<file path="config.mk">
export PLATFORM = sky130hd
export DESIGN_NAME = indicator_sched_flat
export DESIGN_NICKNAME = d
export VERILOG_FILES = /design/src/rtl/indicator_sched_pkg.sv /design/src/rtl/indicator_sched_if.sv /design/src/rtl/indicator_sched_rr_pick.sv /design/src/rtl/indicator_sched.sv /design/src/flat_wrapper.sv
export SDC_FILE = /design/constraint.sdc
export NUM_CORES = 1
export LEC_CHECK = 0
export BUFFER_PORTS_ARGS = -buffer_cell sky130_fd_sc_hd__buf_2
export CAP_MARGIN = 20
export CORE_MARGIN = 2
export CORE_UTILIZATION = 46
export DETAILED_ROUTE_END_ITERATION = 16
export PLACE_DENSITY = 0.68
export SETUP_SLACK_MARGIN = 0.1
export SLEW_MARGIN = 20
export SYNTH_ARGS = -nofsm -noshare
export SYNTH_HDL_FRONTEND = slang
export SYNTH_SLANG_ARGS = --single-unit
</file>
<file path="constraint.sdc">
create_clock -name clk -period 6.1 [get_ports clk]
set_input_delay 1.22 -clock clk [delete_from_list [all_inputs] [get_ports clk]]
set_output_delay 1.22 -clock clk [all_outputs]
set_load 0.1 [all_outputs]
</file>
<file path="src/rtl/indicator_sched_pkg.sv">
// Shared constants for the seven-segment indicator scheduler: FSM encodings,
// default timing parameters and a small index helper.
package indicator_sched_pkg;

  localparam logic [0:0] ST_IDLE = 1'b0;
  localparam logic [0:0] ST_SHOW = 1'b1;

  localparam int DEF_N        = 4;
  localparam int DEF_TICK_DIV = 28000;
  localparam int DEF_HOLD     = 8;
  localparam int DEF_MIN_HOLD = 2;
  localparam int DEF_IDLE     = 32;

  localparam int VAL_W = 16;
  localparam int SRC_W = 3;

  function automatic int wrap_idx(input int base, input int off, input int n);
    return (base + off) % n;
  endfunction

endpackage

</file>
<file path="src/rtl/indicator_sched_if.sv">
// Source-side request/acknowledge bus plus the display outputs of the scheduler.
interface indicator_sched_if #(
  parameter int N = 4
) ();
  logic [N-1:0]    src_req;
  logic [16*N-1:0] src_val;
  logic [N-1:0]    src_ack;
  logic [15:0]     disp_val;
  logic [2:0]      disp_src;
  logic            disp_valid;

  modport master (output src_req, src_val, input src_ack, disp_val, disp_src, disp_valid);
  modport slave  (input src_req, src_val, output src_ack, disp_val, disp_src, disp_valid);
endinterface

</file>
<file path="src/rtl/indicator_sched_rr_pick.sv">
// Combinational round-robin select: first pending source after 'last', wrapping at N.
module indicator_sched_rr_pick
  import indicator_sched_pkg::*;
#(
  parameter int N = DEF_N
) (
  input  logic [N-1:0]     pend_i,
  input  logic [SRC_W-1:0] last_i,
  output logic [SRC_W-1:0] idx_o,
  output logic             any_o
);
  logic [2*N-1:0] rot;

  always_comb begin
    // Rotate so bit 0 corresponds to last+1; the doubled vector handles wrap.
    rot   = {pend_i, pend_i} >> (int'(last_i) + 1);
    idx_o = '0;
    any_o = 1'b0;
    for (int k = 0; k < N; k++) begin
      if (!any_o && rot[k]) begin
        any_o = 1'b1;
        idx_o = SRC_W'(wrap_idx(int'(last_i) + 1, k, N));
      end
    end
  end
endmodule

</file>
<file path="src/rtl/indicator_sched.sv">
// Time-shares the 4-digit display between N sources: minimum dwell, round-robin
// rotation, source-0 pre-emption and blanking after a quiet period.
module indicator_sched
  import indicator_sched_pkg::*;
#(
  parameter int N        = DEF_N,
  parameter int TICK_DIV = DEF_TICK_DIV,
  parameter int HOLD     = DEF_HOLD,
  parameter int MIN_HOLD = DEF_MIN_HOLD,
  parameter int IDLE     = DEF_IDLE
) (
  input  logic              clk,
  input  logic              rst_n,
  indicator_sched_if.slave  bus
);
  localparam int PW = (TICK_DIV > 1) ? $clog2(TICK_DIV) : 1;
  localparam int HW = $clog2(HOLD);
  localparam int IW = $clog2(IDLE);
  localparam logic [PW-1:0] PRESC_MAX = PW'(TICK_DIV - 1);
  localparam logic [HW-1:0] HOLD_MAX  = HW'(HOLD - 1);
  localparam logic [HW-1:0] HOLD_MIN  = HW'(MIN_HOLD);
  localparam logic [IW-1:0] IDLE_MAX  = IW'(IDLE - 1);

  logic [0:0]       state_q, state_d;
  logic [PW-1:0]    presc_q, presc_d;
  logic [HW-1:0]    hold_q, hold_d;
  logic [IW-1:0]    idle_q, idle_d;
  logic [N-1:0]     pend_q, pend_d;
  logic [VAL_W-1:0] pval_q [N];
  logic [VAL_W-1:0] pval_d [N];
  logic [VAL_W-1:0] disp_val_q, disp_val_d;
  logic [SRC_W-1:0] disp_src_q, disp_src_d;
  logic             disp_valid_q, disp_valid_d;
  logic [N-1:0]     ack_q, ack_d;

  logic             tick, show, preempt, rotate, start, grant, direct, blank, rr_any;
  logic [SRC_W-1:0] rr_idx, gidx;
  logic [N-1:0]     is_cur;
  logic [VAL_W-1:0] direct_val;

  assign tick = (presc_q == PRESC_MAX);

  indicator_sched_rr_pick #(.N(N)) u_rr (
    .pend_i (pend_q),
    .last_i (disp_src_q),
    .idx_o  (rr_idx),
    .any_o  (rr_any)
  );

  always_comb begin
    is_cur     = '0;
    direct_val = '0;
    for (int i = 0; i < N; i++) begin
      is_cur[i] = (SRC_W'(i) == disp_src_q);
      if (is_cur[i]) direct_val = bus.src_val[VAL_W*i +: VAL_W];
    end
    show    = (state_q == ST_SHOW);
    // Pre-emption is checked every cycle; rotation only on dwell ticks.
    preempt = show && pend_q[0] && (disp_src_q != '0) && (hold_q >= HOLD_MIN);
    rotate  = show && tick && (hold_q == HOLD_MAX) && rr_any;
    start   = !show && rr_any;
    grant   = preempt || rotate || start;
    gidx    = preempt ? '0 : rr_idx;
    direct  = show && !grant && |(bus.src_req & is_cur);
    blank   = show && !direct && !rr_any && tick && (idle_q == IDLE_MAX);
  end

  always_comb begin
    state_d      = state_q;
    presc_d      = tick ? '0 : presc_q + 1'b1;
    hold_d       = hold_q;
    idle_d       = idle_q;
    pend_d       = pend_q;
    pval_d       = pval_q;
    disp_val_d   = disp_val_q;
    disp_src_d   = disp_src_q;
    disp_valid_d = disp_valid_q;
    ack_d        = '0;

    if (show && tick) begin
      if (hold_q != HOLD_MAX)                 hold_d = hold_q + 1'b1;
      else if (!rr_any && idle_q != IDLE_MAX) idle_d = idle_q + 1'b1;
    end
    if (direct) begin
      disp_val_d = direct_val;
      hold_d     = '0;
      idle_d     = '0;
    end
    if (blank) begin
      state_d      = ST_IDLE;
      disp_valid_d = 1'b0;
    end
    if (grant) begin
      state_d      = ST_SHOW;
      disp_valid_d = 1'b1;
      disp_src_d   = gidx;
      hold_d       = '0;
      idle_d       = '0;
      for (int i = 0; i < N; i++) begin
        if (SRC_W'(i) == gidx) begin
          disp_val_d = pval_q[i];
          pend_d[i]  = 1'b0;
          ack_d[i]   = 1'b1;
        end
      end
    end
    // Capture comes last so a request coinciding with its own grant stays pending.
    for (int i = 0; i < N; i++) begin
      if (bus.src_req[i] && !(direct && is_cur[i])) begin
        pend_d[i] = 1'b1;
        pval_d[i] = bus.src_val[VAL_W*i +: VAL_W];
      end
    end
  end

  always_ff @(posedge clk or negedge rst_n) begin
    if (!rst_n) begin
      state_q      <= ST_IDLE;
      presc_q      <= '0;
      hold_q       <= '0;
      idle_q       <= '0;
      pend_q       <= '0;
      pval_q       <= '{default: '0};
      disp_val_q   <= '0;
      disp_src_q   <= '0;
      disp_valid_q <= 1'b0;
      ack_q        <= '0;
    end else begin
      state_q      <= state_d;
      presc_q      <= presc_d;
      hold_q       <= hold_d;
      idle_q       <= idle_d;
      pend_q       <= pend_d;
      pval_q       <= pval_d;
      disp_val_q   <= disp_val_d;
      disp_src_q   <= disp_src_d;
      disp_valid_q <= disp_valid_d;
      ack_q        <= ack_d;
    end
  end

  assign bus.src_ack    = ack_q;
  assign bus.disp_val   = disp_val_q;
  assign bus.disp_src   = disp_src_q;
  assign bus.disp_valid = disp_valid_q;
endmodule
</file>
<file path="src/flat_wrapper.sv">
// flat-port wrapper written by rule: the top's interface ports become plain ports
module indicator_sched_flat import indicator_sched_pkg::*;
#(
  parameter int N        = DEF_N,
  parameter int TICK_DIV = DEF_TICK_DIV,
  parameter int HOLD     = DEF_HOLD,
  parameter int MIN_HOLD = DEF_MIN_HOLD,
  parameter int IDLE     = DEF_IDLE
)
  (clk, rst_n, bus_src_req, bus_src_val, bus_src_ack, bus_disp_val, bus_disp_src, bus_disp_valid);
  indicator_sched_if #(.N(N)) bus_i ();
  input  logic clk;
  input  logic rst_n;
  input wire logic [$bits(bus_i.src_req)-1:0] bus_src_req;
  input wire logic [$bits(bus_i.src_val)-1:0] bus_src_val;
  output wire logic [$bits(bus_i.src_ack)-1:0] bus_src_ack;
  output wire logic [$bits(bus_i.disp_val)-1:0] bus_disp_val;
  output wire logic [$bits(bus_i.disp_src)-1:0] bus_disp_src;
  output wire logic [$bits(bus_i.disp_valid)-1:0] bus_disp_valid;
  assign bus_i.src_req = bus_src_req;
  assign bus_i.src_val = bus_src_val;
  assign bus_src_ack = bus_i.src_ack;
  assign bus_disp_val = bus_i.disp_val;
  assign bus_disp_src = bus_i.disp_src;
  assign bus_disp_valid = bus_i.disp_valid;
  indicator_sched #(.N(N), .TICK_DIV(TICK_DIV), .HOLD(HOLD), .MIN_HOLD(MIN_HOLD), .IDLE(IDLE)) u_core (.clk(clk), .rst_n(rst_n), .bus(bus_i));
endmodule
</file>
# Word level (Yosys, flattened, before mapping)
# Cells that the tools add are included.
[word_totals] ff_bits=115 inputBits=70 output_inout_bits=24 wordCells=150
[classes] add_sub_neg=7 magnitude_cmp=1 n_eq_ne=12 shifts=1 n_mux=45 bitwise_logic=5 n_reduce_logical=64
[op_table] op="2-to-1 mux 16 bit" n=10
[op_table] op="adder 32 x 3 -> 32 bit (second input constant)" n=2
[op_table] op="adder 32 x 2 -> 32 bit (second input constant)" n=1
[op_table] op="right shift 8 x 32 -> 4 bit" n=1
[op_table] op="2-to-1 mux 3 bit" n=9
[op_table] op="logical AND 1 bit" n=25
[op_table] op="2-to-1 mux 5 bit" n=5
[op_table] op="2-to-1 mux 1 bit" n=18
[op_table] op="nonzero test 2 bit" n=9
[op_table] op="adder 15 x 1 -> 15 bit (second input constant)" n=1
[op_table] op="equality test 15 bit (second input constant)" n=1
[op_table] op="2-to-1 mux 15 bit" n=1
[op_table] op="equality test 2 x 3 -> 1 bit (first input constant)" n=4
[op_table] op="nonzero test 3 bit" n=4
[op_table] op="zero test 1 bit" n=11
[op_table] op="AND reduction 2 bit" n=5
[op_table] op="2-to-1 mux 4 bit" n=2
[op_table] op="OR reduction 2 bit" n=4
[op_table] op="equality test 1 x 3 -> 1 bit (first input constant)" n=2
[op_table] op="zero test 3 bit" n=2
[op_table] op="adder 5 x 1 -> 5 bit (second input constant)" n=1
[op_table] op="equality test 5 bit (second input constant)" n=1
[op_table] op="inequality test 5 bit (second input constant)" n=1
[op_table] op="adder 3 x 1 -> 4 bit (second input constant)" n=1
[op_table] op="11 further kinds" n=14

# Depth between registers and ports, before layout
# Gate-level depths: netlist of the first run.
[depth] depth_word=25 depth_mapped=12 depth_no_buf=8

# By module
# From an unflattened synthesis of the first run, not the netlist that was laid out.
[unflattened] cells_unflattened=565 area_unflattened_um2=6432.4
[modules_own_cells] module="indicator_sched" n_inst=1 cells_each=531 area_each_um2=6221.0 seq_area_each_um2=2877.8
[modules_own_cells] module="indicator_sched_rr_pick" n_inst=1 cells_each=34 area_each_um2=211.5 seq_area_each_um2=0.0

# Least setup slack after synthesis of the first run
# OpenSTA, ideal clock, no wires.
[synth_path] path_type="register to register" start="register u_core.disp_src_q[0], in the netlist u_core.bus.disp_src[0]" end="register u_core.disp_val_q[10], in the netlist u_core.bus.disp_val[10]" setup_ns=0.142 t_arrival_ns=3.341 required_ns=5.958 slack_ns=2.617 stages_incl_launch_ff=10 path_buffers=3 synth_period_minus_slack_ns=3.483 path_cell_list="dfrtp_1 clkbuf_1 inv_1 ha_1 nor3_1 a31oi_1 nand2b_1 clkbuf_1 clkbuf_1 o221ai_1"
[synth_via] elab_chain_len=24 word_cells_on_any_way=58 classes_between="4 x add/sub; 6 x eq/ne; 1 x shift; 19 x mux; 5 x bitwise; 23 x reduce/logical"
[synth_rtl] item="start: declaration" line_no="indicator_sched.sv:32" rtl="logic [SRC_W-1:0] disp_src_q, disp_src_d;"
[synth_rtl] item="start signal: assignment" line_no="indicator_sched.sv:136" rtl="disp_src_q <= disp_src_d;"
[synth_rtl] item="parallel branches: the longest is 23 deep, another holds adder 32 x 2 -> 32 bit"
[synth_rtl] item="2-to-1 mux 16 bit (*)" line_no="indicator_sched.sv:93" rtl="if (grant) begin"
[synth_rtl] item="via u_core.disp_val_d[10]" line_no="indicator_sched.sv:31" rtl="logic [VAL_W-1:0] disp_val_q, disp_val_d;"
[synth_rtl] item="end signal: assignment" line_no="indicator_sched.sv:135" rtl="disp_val_q <= disp_val_d;"
[synth_rtl] item="end: declaration" line_no="indicator_sched.sv:31"
# Mark *: on every way through the listed nets, which the timed path passes.
# A chain may end at the register's enable or synchronous reset.

# Final worst setup path of the first run
[layout_path] start="register u_core.disp_src_q[0], in the netlist u_core.bus.disp_src[0]" end="register u_core.pval_q[43] (netlist bit)"
[layout_via] elab_chain_len=21 word_cells_on_any_way=31 classes_between="1 x add/sub; 3 x eq/ne; 1 x shift; 4 x mux; 1 x bitwise; 21 x reduce/logical"
[layout_rtl] item="adder 3 x 1 -> 4 bit" line_no="indicator_sched_rr_pick.sv:16" rtl="rot = {pend_i, pend_i} >> (int'(last_i) + 1);"
[layout_rtl] item="right shift 8 x 32 -> 4 bit" line_no="indicator_sched_rr_pick.sv:16"
[layout_rtl] item="2-to-1 mux 1 bit" line_no="indicator_sched_rr_pick.sv:20" rtl="if (!any_o && rot[k]) begin"
[layout_rtl] item="zero test 1 bit" line_no="indicator_sched_rr_pick.sv:20"
[layout_rtl] item="logical AND 1 bit" line_no="indicator_sched_rr_pick.sv:20"
[layout_rtl] item="2-to-1 mux 1 bit" line_no="indicator_sched_rr_pick.sv:20"
[layout_rtl] item="zero test 1 bit" line_no="indicator_sched_rr_pick.sv:20"
[layout_rtl] item="logical AND 1 bit" line_no="indicator_sched_rr_pick.sv:20"
[layout_rtl] item="[3 not listed]"
[layout_rtl] item="2-to-1 mux 1 bit" line_no="indicator_sched_rr_pick.sv:20"
[layout_rtl] item="logical AND 1 bit" line_no="indicator_sched.sv:60" rtl="rotate = show && tick && (hold_q == HOLD_MAX) && rr_any;"
[layout_rtl] item="logical OR 1 bit (2 in series)" line_no="indicator_sched.sv:62" rtl="grant = preempt || rotate || start;"
[layout_rtl] item="zero test 1 bit" line_no="indicator_sched.sv:64" rtl="direct = show && !grant && |(bus.src_req & is_cur);"
[layout_rtl] item="logical AND 1 bit (2 in series)" line_no="indicator_sched.sv:64"
[layout_rtl] item="logical AND 1 bit (*)" line_no="indicator_sched.sv:109" rtl="if (bus.src_req[i] && !(direct && is_cur[i])) begin"
[layout_rtl] item="zero test 1 bit (*)" line_no="indicator_sched.sv:109"
[layout_rtl] item="logical AND 1 bit (*)" line_no="indicator_sched.sv:109"
[layout_rtl] item="end signal: assignment" line_no="indicator_sched.sv:134" rtl="pval_q <= pval_d;"
[layout_rtl] item="end: declaration" line_no="indicator_sched.sv:29" rtl="logic [VAL_W-1:0] pval_q [N];"
# Mark *: on every way between the ends. The rest lies on a longest branch, timed or not.

==> out/qor.yml, run 1 <==
sta:
  fin_crit_ns: 3.87
  period_share: 0.634
  rsz0062_at_grt: "false"
  finalHoldViolCount: 0
  worst_clock_skew_ns: 0.00927
  setup_viol: 0
  slew_headroom: 0.329
  tns_ns: 0
  finalMaxSlewViolations: 0
  worst_slew_pin_slew_ns: 1.01
  layout_setup_ws_ns: 2.23
  fmax_ghz: 0.259
die:
  initial_core_util: 0.470
  dieArea_um2: 14400
  chipHeight_um: 120
  core_area_um2: 13200
  ios: 94
  chipWidth_um: 120
  rows: 42
clock_network:
  ctsResizeCount: 0
  clk_pin_slew_ns: 0.05
  cts_buffers: 17
  clock_path_buffers: 2
  cts_sinks: 114
  worstSkewPairLatency_ns: 0.42
  cts_tree: "built"
  clock-root-buffer: "clkbuf_16"
  postCtsHoldBufs: 0
  cts_setup_buffers: 0
  cts_max_level: 4
detailed_routing:
  dr.pass1.iters: 5
  wire_per_inst_um: 20.2
  vias: 4769
  first_iter_violations: 355
  viasPerCell: 5.87
  drcViolationCount: 0
  totalWireLength_um: 16400
  drtAntennaViolNets: 0
  wl_met2_um: 8400
  wl_met1_um: 6860
  dr.max_layer_used: "met4"
  dr_wl_met3_um: 793
worst_setup_path:
  critPathCaptureType: "flop"
  cp_max_fo: 27
  ff2ff_path_depth: 7
  reg2reg_slack_ns: 2.23
  critPathLaunchType: "flop"
  crit_type: "reg -> reg"
  cp.required_ns: 6.40
  crit_arrival_ns: 4.17
place:
  portBuffers: 92
  place.gp.congestion: 0.861
  placed_area_um2: 6690
  dp_worst_setup_slack_ns: 2.25
  dp_hpwl_um: 10600
cells_and_area:
  antenna_cells: 0
  n_fill_cell: 1123
  drive_above_1_share: 0.339
  area_growth_pct: 17.2
  design_area_um2: 7270
  final_nets: 703
outcome:
  outcome: "finished, final reports clean"
worst_hold_path:
  hp-class: "reg -> reg"
  hold_depth: 1
global_routing:
  antenna_found_initial: 0
  grt_pass1_vias: 5067
  grt_start_max_net_pins: 69
  grt_pass1_wl_um: 26600
  track_usage: 0.242
  globalRouteOverflowTotal: 0
yosys:
  syn-cell-area_um2: 6200
  synth_largest_area_cell: "dfrtp_1"
  synth_top_area_frac: 0.460
  yosysWarnings: 0
  ys_ff_latch: 114
  synth_common_cells: "114 x dfrtp_1, 37 x nor2_1, 36 x mux2_4"
  async_reset_ff_frac: 1.00
  yosysMostFrequentCell: "dfrtp_1"
  synth_edf_count: 0
  yosysUniqueCellTypes: 59
  synth_area_per_cell_um2: 11.4
  syn-num-nets: 625
  synthFlopType: "dfrtp_1"
  synthTopCellsByArea: "dfrtp_1 46%, mux2_4 8.7%, mux2_2 5.1%"
  seq_area_frac_synth: 0.460
  synthCells: 546
flow_run:
  cap_violations: 0
power:
  p_leak_nw: 3.28
  power.density_nw_per_um2: 286
  ir_worst_vdd_mv: 0.216
[sequential cells by signal, indices dropped and copies added (netlist names)]
register / flops
u_core.pend_q: 4
u_core.hold_q: 3
u_core.show: 1
u_core.presc_q: 15
u_core.bus.disp_src: 2
u_core.bus.src_ack: 4
u_core.pval_q: 64
u_core.bus.disp_val: 16
u_core.idle_q: 5
[per-stage QoR]
step           hold slack (ns)  instances  total power [mW]  utilization
2_1_floorplan            0.456        546              1.05            -
5_1_grt                  0.522        813              2.16        0.551
4_1_cts                  0.507        813              2.09        0.551
3_3_place_gp             0.474        781              1.12        0.507
6_report                 0.508        813              2.08        0.551
3_5_place_dp             0.496        781              1.13        0.507
[layout by cell type, fill, tap and decap left out, types with 3 or more instances in the layout]
master,instances
buf_4,7
a211oi_1,5
nand2_1,28
a21boi_4,4
and3_1,3
o221ai_1,10
clkinv_2,6
mux2i_1,24
a21o_1,4
ha_1,9
nor2_1,37
nor2b_1,23
clkinvlp_4,3
o21ai_0,13
xnor2_1,5
a21oi_1,9
mux2_4,36
nand3_1,15
or2_2,3
a211o_1,4
buf_2,91
nor3_1,20
mux2_2,28
a221oi_1,16
dfrtp_1,114
clkbuf_16,17
xor2_1,11
o311a_1,10
a31o_2,5
nand3b_1,5
a31oi_1,13
inv_1,17
[per-layer routing]
layer  vias to the layer above  global-route usage
li1                       2148                   -
met1                      2421               0.293
met2                       171               0.416
met3                        29              0.0585
met4                         0              0.0897
met5                         -                   0
[power breakdown]
part           internal, mW  switching, mW  total (mW)
clock network         0.597          0.361       0.958
logic                 0.109          0.162       0.271
registers             0.814         0.0362       0.851
total                  1.52          0.560        2.08
[critical path, stage by stage, from the launching register on]
cell and delay, ns:
dfrtp_1 0.69, inv_1 0.17, ha_1 0.33, o32ai_1 0.32, a21o_1 0.76, nor2b_2 0.28
a21boi_4 0.78, mux2_2 0.42
[worst paths after layout]
check / startpoint / end
max reg2reg: u_core.bus.disp_src[0]$_DFFE_PN0N_ / u_core.pval_q[43]$_DFFE_PN0P_
min: u_core.pval_q[17]$_DFFE_PN0P_ / u_core.pval_q[17]$_DFFE_PN0P_
min in group asynchronous: rst_n / u_core.bus.src_ack[3]$_DFF_PN0_
max in group asynchronous: rst_n / u_core.pval_q[10]$_DFFE_PN0P_
max: u_core.bus.disp_src[0]$_DFFE_PN0N_ / u_core.pval_q[43]$_DFFE_PN0P_
min reg2reg: u_core.pval_q[17]$_DFFE_PN0P_ / u_core.pval_q[17]$_DFFE_PN0P_
[logic make-up after synthesis]
logic type      synth area share
fa+ha+maj                 0.0182
mux                        0.180
flops                      0.460
buf+inv                   0.0490
compound gates             0.134
simple gates               0.136
other cells             0.000605
xor+xnor                  0.0226
[cell type report]
class                           count  area [um^2]  share of cell area
Clock buffer                       18          429              0.0590
Clock inverter                     14          139              0.0191
Inverter                           17         63.8             0.00878
Multi-Input combinational cell    376         3060               0.421
Sequential cell                   114         2850               0.392
Tap cell                          176          220              0.0303
Timing Repair Buffer               98          508              0.0699
No activity file was read; power rests on OpenSTA's default activity.
==> inputs of run 2 (changes only) <==
==> constraint.sdc (replaced) <==
create_clock -name clk -period 3.9 [get_ports clk]
set_input_delay 0.78 -clock clk [delete_from_list [all_inputs] [get_ports clk]]
set_output_delay 0.78 -clock clk [all_outputs]
set_load 0.1 [all_outputs]
==> run 2 against run 1 <==
Compared with the run above: clock-buffer cell count increased by 6; via count increased by 0.86%; global-route usage increased by 0.33 points; routed wire length increased by 0.54%; non-clock buffer count increased by 6; final cell count increased by 0.74%; flip-flop and latch count unchanged; sequential power increased by 56%; final area increased by 1.3%; critical path type unchanged; largest cell class unchanged.
==> out/qor.yml, run 2 (synthesis gave the netlist of run 1 again) <==
detailed_routing:
  drcViolationCount: 0  # unchanged
  totalWireLength_um: 16500  # was 16400 um
  dr.pass1.iters: 5  # unchanged
  vias: 4810  # was 4769
  first_iter_violations: 321  # was 355
  viasPerCell: 5.87  # about the same
  wire_per_inst_um: 20.1  # was 20.2 um
  drtAntennaViolNets: 0  # unchanged
cells_and_area:
  mostFrequentLayoutCells: "114 x dfrtp_1, 91 x buf_2, 37 x nor2_1"  # unchanged
  antenna_cells: 0  # unchanged
  final_common_cell: "dfrtp_1"  # unchanged
  post-route-util: 0.559  # was 0.551
  multiInputGateArea_um2: 3050  # was 3060 um^2
  largest-register: "u_core.pval_q"  # unchanged
  drive_above_1_share: 0.339  # about the same
  register_area_um2: 2850  # unchanged
  final_nets: 709  # was 703
  n_fill_cell: 1134  # was 1123
  largest_reg_flops: 64  # unchanged
  area_growth_pct: 18.8  # was 17.2%
global_routing:
  grt_start_max_net_pins: 94  # was 69
  grt_pass1_wl_um: 27000  # was 26600 um
  gr-usage-met2: 0.397  # was 0.416
  grt_use_met1: 0.303  # was 0.293
  grt_pass1_vias: 5203  # was 5067
  track_usage: 0.245  # was 0.242
  grt-busiest-layer: "met2"  # unchanged
  grtUsageMet3: 0.0661  # was 0.0585
  antenna_found_initial: 0  # unchanged
  globalRouteOverflowTotal: 0  # unchanged
worst_setup_path:
  crit_arrival_ns: 3.36  # was 4.17 ns
  r2r_end: "u_core.bus.disp_val[14]$_DFF_PN0_"  # was u_core.pval_q[43]$_DFFE_PN0P_
  ff2ff_path_depth: 7  # unchanged
  reg2reg_slack_ns: 0.82  # was 2.23 ns
  r2r-start: "u_core.bus.disp_src[0]$_DFFE_PN0N_"  # unchanged
  critPathLaunchType: "flop"  # unchanged
  cp_max_fo: 21  # was 27
  crit_type: "reg -> reg"  # unchanged
  critPathCaptureType: "flop"  # unchanged
  cp.required_ns: 4.19  # was 6.40 ns
power:
  swShare: 0.253  # was 0.269
  p_sw_uw: 851  # was 560 uW
  p_total_mw: 3.37  # was 2.08 mW
  p_int_mw: 2.52  # was 1.52 mW
  p_comb_frac: 0.126  # was 0.130
  clkPwrFrac: 0.479  # was 0.461
  seqPwrFrac: 0.394  # was 0.409
  p_leak_nw: 3.34  # was 3.28 nW
  power.density_nw_per_um2: 457  # was 286 nW/um^2
  ir_worst_vdd_mv: 0.340  # was 0.216 mV
sta:
  finalMaxSlewViolations: 0  # unchanged
  worst_clock_skew_ns: 0.00955  # was 0.00927 ns
  fin_crit_ns: 3.08  # was 3.87 ns
  slew_headroom: 0.312  # was 0.329
  tns_ns: 0  # unchanged
  worst_slew_pin_slew_ns: 1.03  # was 1.01 ns
  fmax_ghz: 0.325  # was 0.259 GHz
  setup_viol: 0  # unchanged
  rsz0062_at_grt: "false"  # unchanged
  period_share: 0.789  # was 0.634
  finalHoldViolCount: 0  # unchanged
die:
  chipHeight_um: 120  # unchanged
  rows: 42  # unchanged
  dieArea_um2: 14400  # unchanged
  ios: 94  # unchanged
  core_area_um2: 13200  # unchanged
  initial_core_util: 0.470  # unchanged
  chipWidth_um: 120  # unchanged
clock_network:
  clock-root-buffer: "clkbuf_16"  # unchanged
  cts_max_level: 4  # unchanged
  postCtsHoldBufs: 0  # unchanged
  cts_sinks: 114  # unchanged
  ctsResizeCount: 0  # unchanged
  cts_buffers: 17  # unchanged
  clock_path_buffers: 2  # unchanged
  worstSkewPairLatency_ns: 0.42  # about the same
  cts_tree: "built"  # unchanged
  cts_setup_buffers: 0  # unchanged
  clk_pin_slew_ns: 0.06  # was 0.05 ns
place:
  dp_hpwl_um: 10400  # was 10600 um
  portBuffers: 92  # unchanged
  place.gp.congestion: 0.832  # was 0.861
worst_hold_path:
  hp-class: "in -> async"  # was reg -> reg
flow_run:
  cap_violations: 0  # unchanged
outcome:
  outcome: "finished, final reports clean"  # unchanged
-- run 2: cell count changes in the layout (fill, tap and decap cells not counted), moves of 2 or more --
cell,change
buf_4,+5
clkbuf_1,+2
clkbuf_8,+4
clkinv_2,-4
clkinvlp_4,-2
-- run 2: metrics by stage --
stage / cell area (um^2) / std cells / hold WS, ns / setup slack (ns)
6_report: 7370 / 819 / 0.251 / 0.823
2_1_floorplan: 6200 / 546 / 0.456 / 0.417
3_5_place_dp: 6750 / 787 / 0.489 / 0.884
3_3_place_gp: 6750 / 787 / 0.481 / 0.976
4_1_cts: 7370 / 819 / 0.252 / 0.856
5_1_grt: 7370 / 819 / 0.261 / 0.576
-- run 2: critical path: stages (launching register included) --
cell      delay [ns]
dfrtp_1         0.69
inv_1           0.17
ha_1            0.37
nor4bb_1        0.43
a311o_1         0.21
nand2_1         0.51
o32ai_1         0.49
a311oi_1        0.08
-- run 2: worst max-delay path by stage --
stage                                  startpoint                                end
2_1_floorplan  u_core.bus.disp_src[0]$_DFFE_PN0N_  u_core.bus.disp_val[10]$_DFF_PN0_
3_3_place_gp   u_core.bus.disp_src[1]$_DFFE_PN0N_       u_core.pval_q[3]$_DFFE_PN0P_
3_5_place_dp   u_core.bus.disp_src[0]$_DFFE_PN0N_      u_core.pval_q[46]$_DFFE_PN0P_
4_1_cts        u_core.bus.disp_src[1]$_DFFE_PN0N_      u_core.pval_q[46]$_DFFE_PN0P_
5_1_grt        u_core.bus.disp_src[0]$_DFFE_PN0N_  u_core.bus.disp_val[14]$_DFF_PN0_
6_report       u_core.bus.disp_src[0]$_DFFE_PN0N_  u_core.bus.disp_val[14]$_DFF_PN0_
-- run 2: area by class of cell --
type	count	share of cell area
flip-flops and latches	114	0.387
inverters	17	0.00866
multi-input cells	376	0.414
clock buffers	24	0.0667
well taps	176	0.0299
clock inverters	8	0.0170
repair buffers	104	0.0768
-- run 2: per-layer routing --
layer	vias up	part of all wire	wire length, um
met5	-	0	0
met4	0	0.030	498
li1	2159	-	-
met2	220	0.49	8110
met1	2391	0.41	6780
met3	40	0.067	1100
-- run 2: power by group through the flow --
stage	clock (mW)	combinational (mW)	sequential, mW
after floorplan	0	0.201	1.44
after global placement	0	0.416	1.34
after detailed placement	0	0.426	1.34
after CTS	1.63	0.429	1.33
after global routing	1.70	0.453	1.34
final	1.62	0.425	1.33
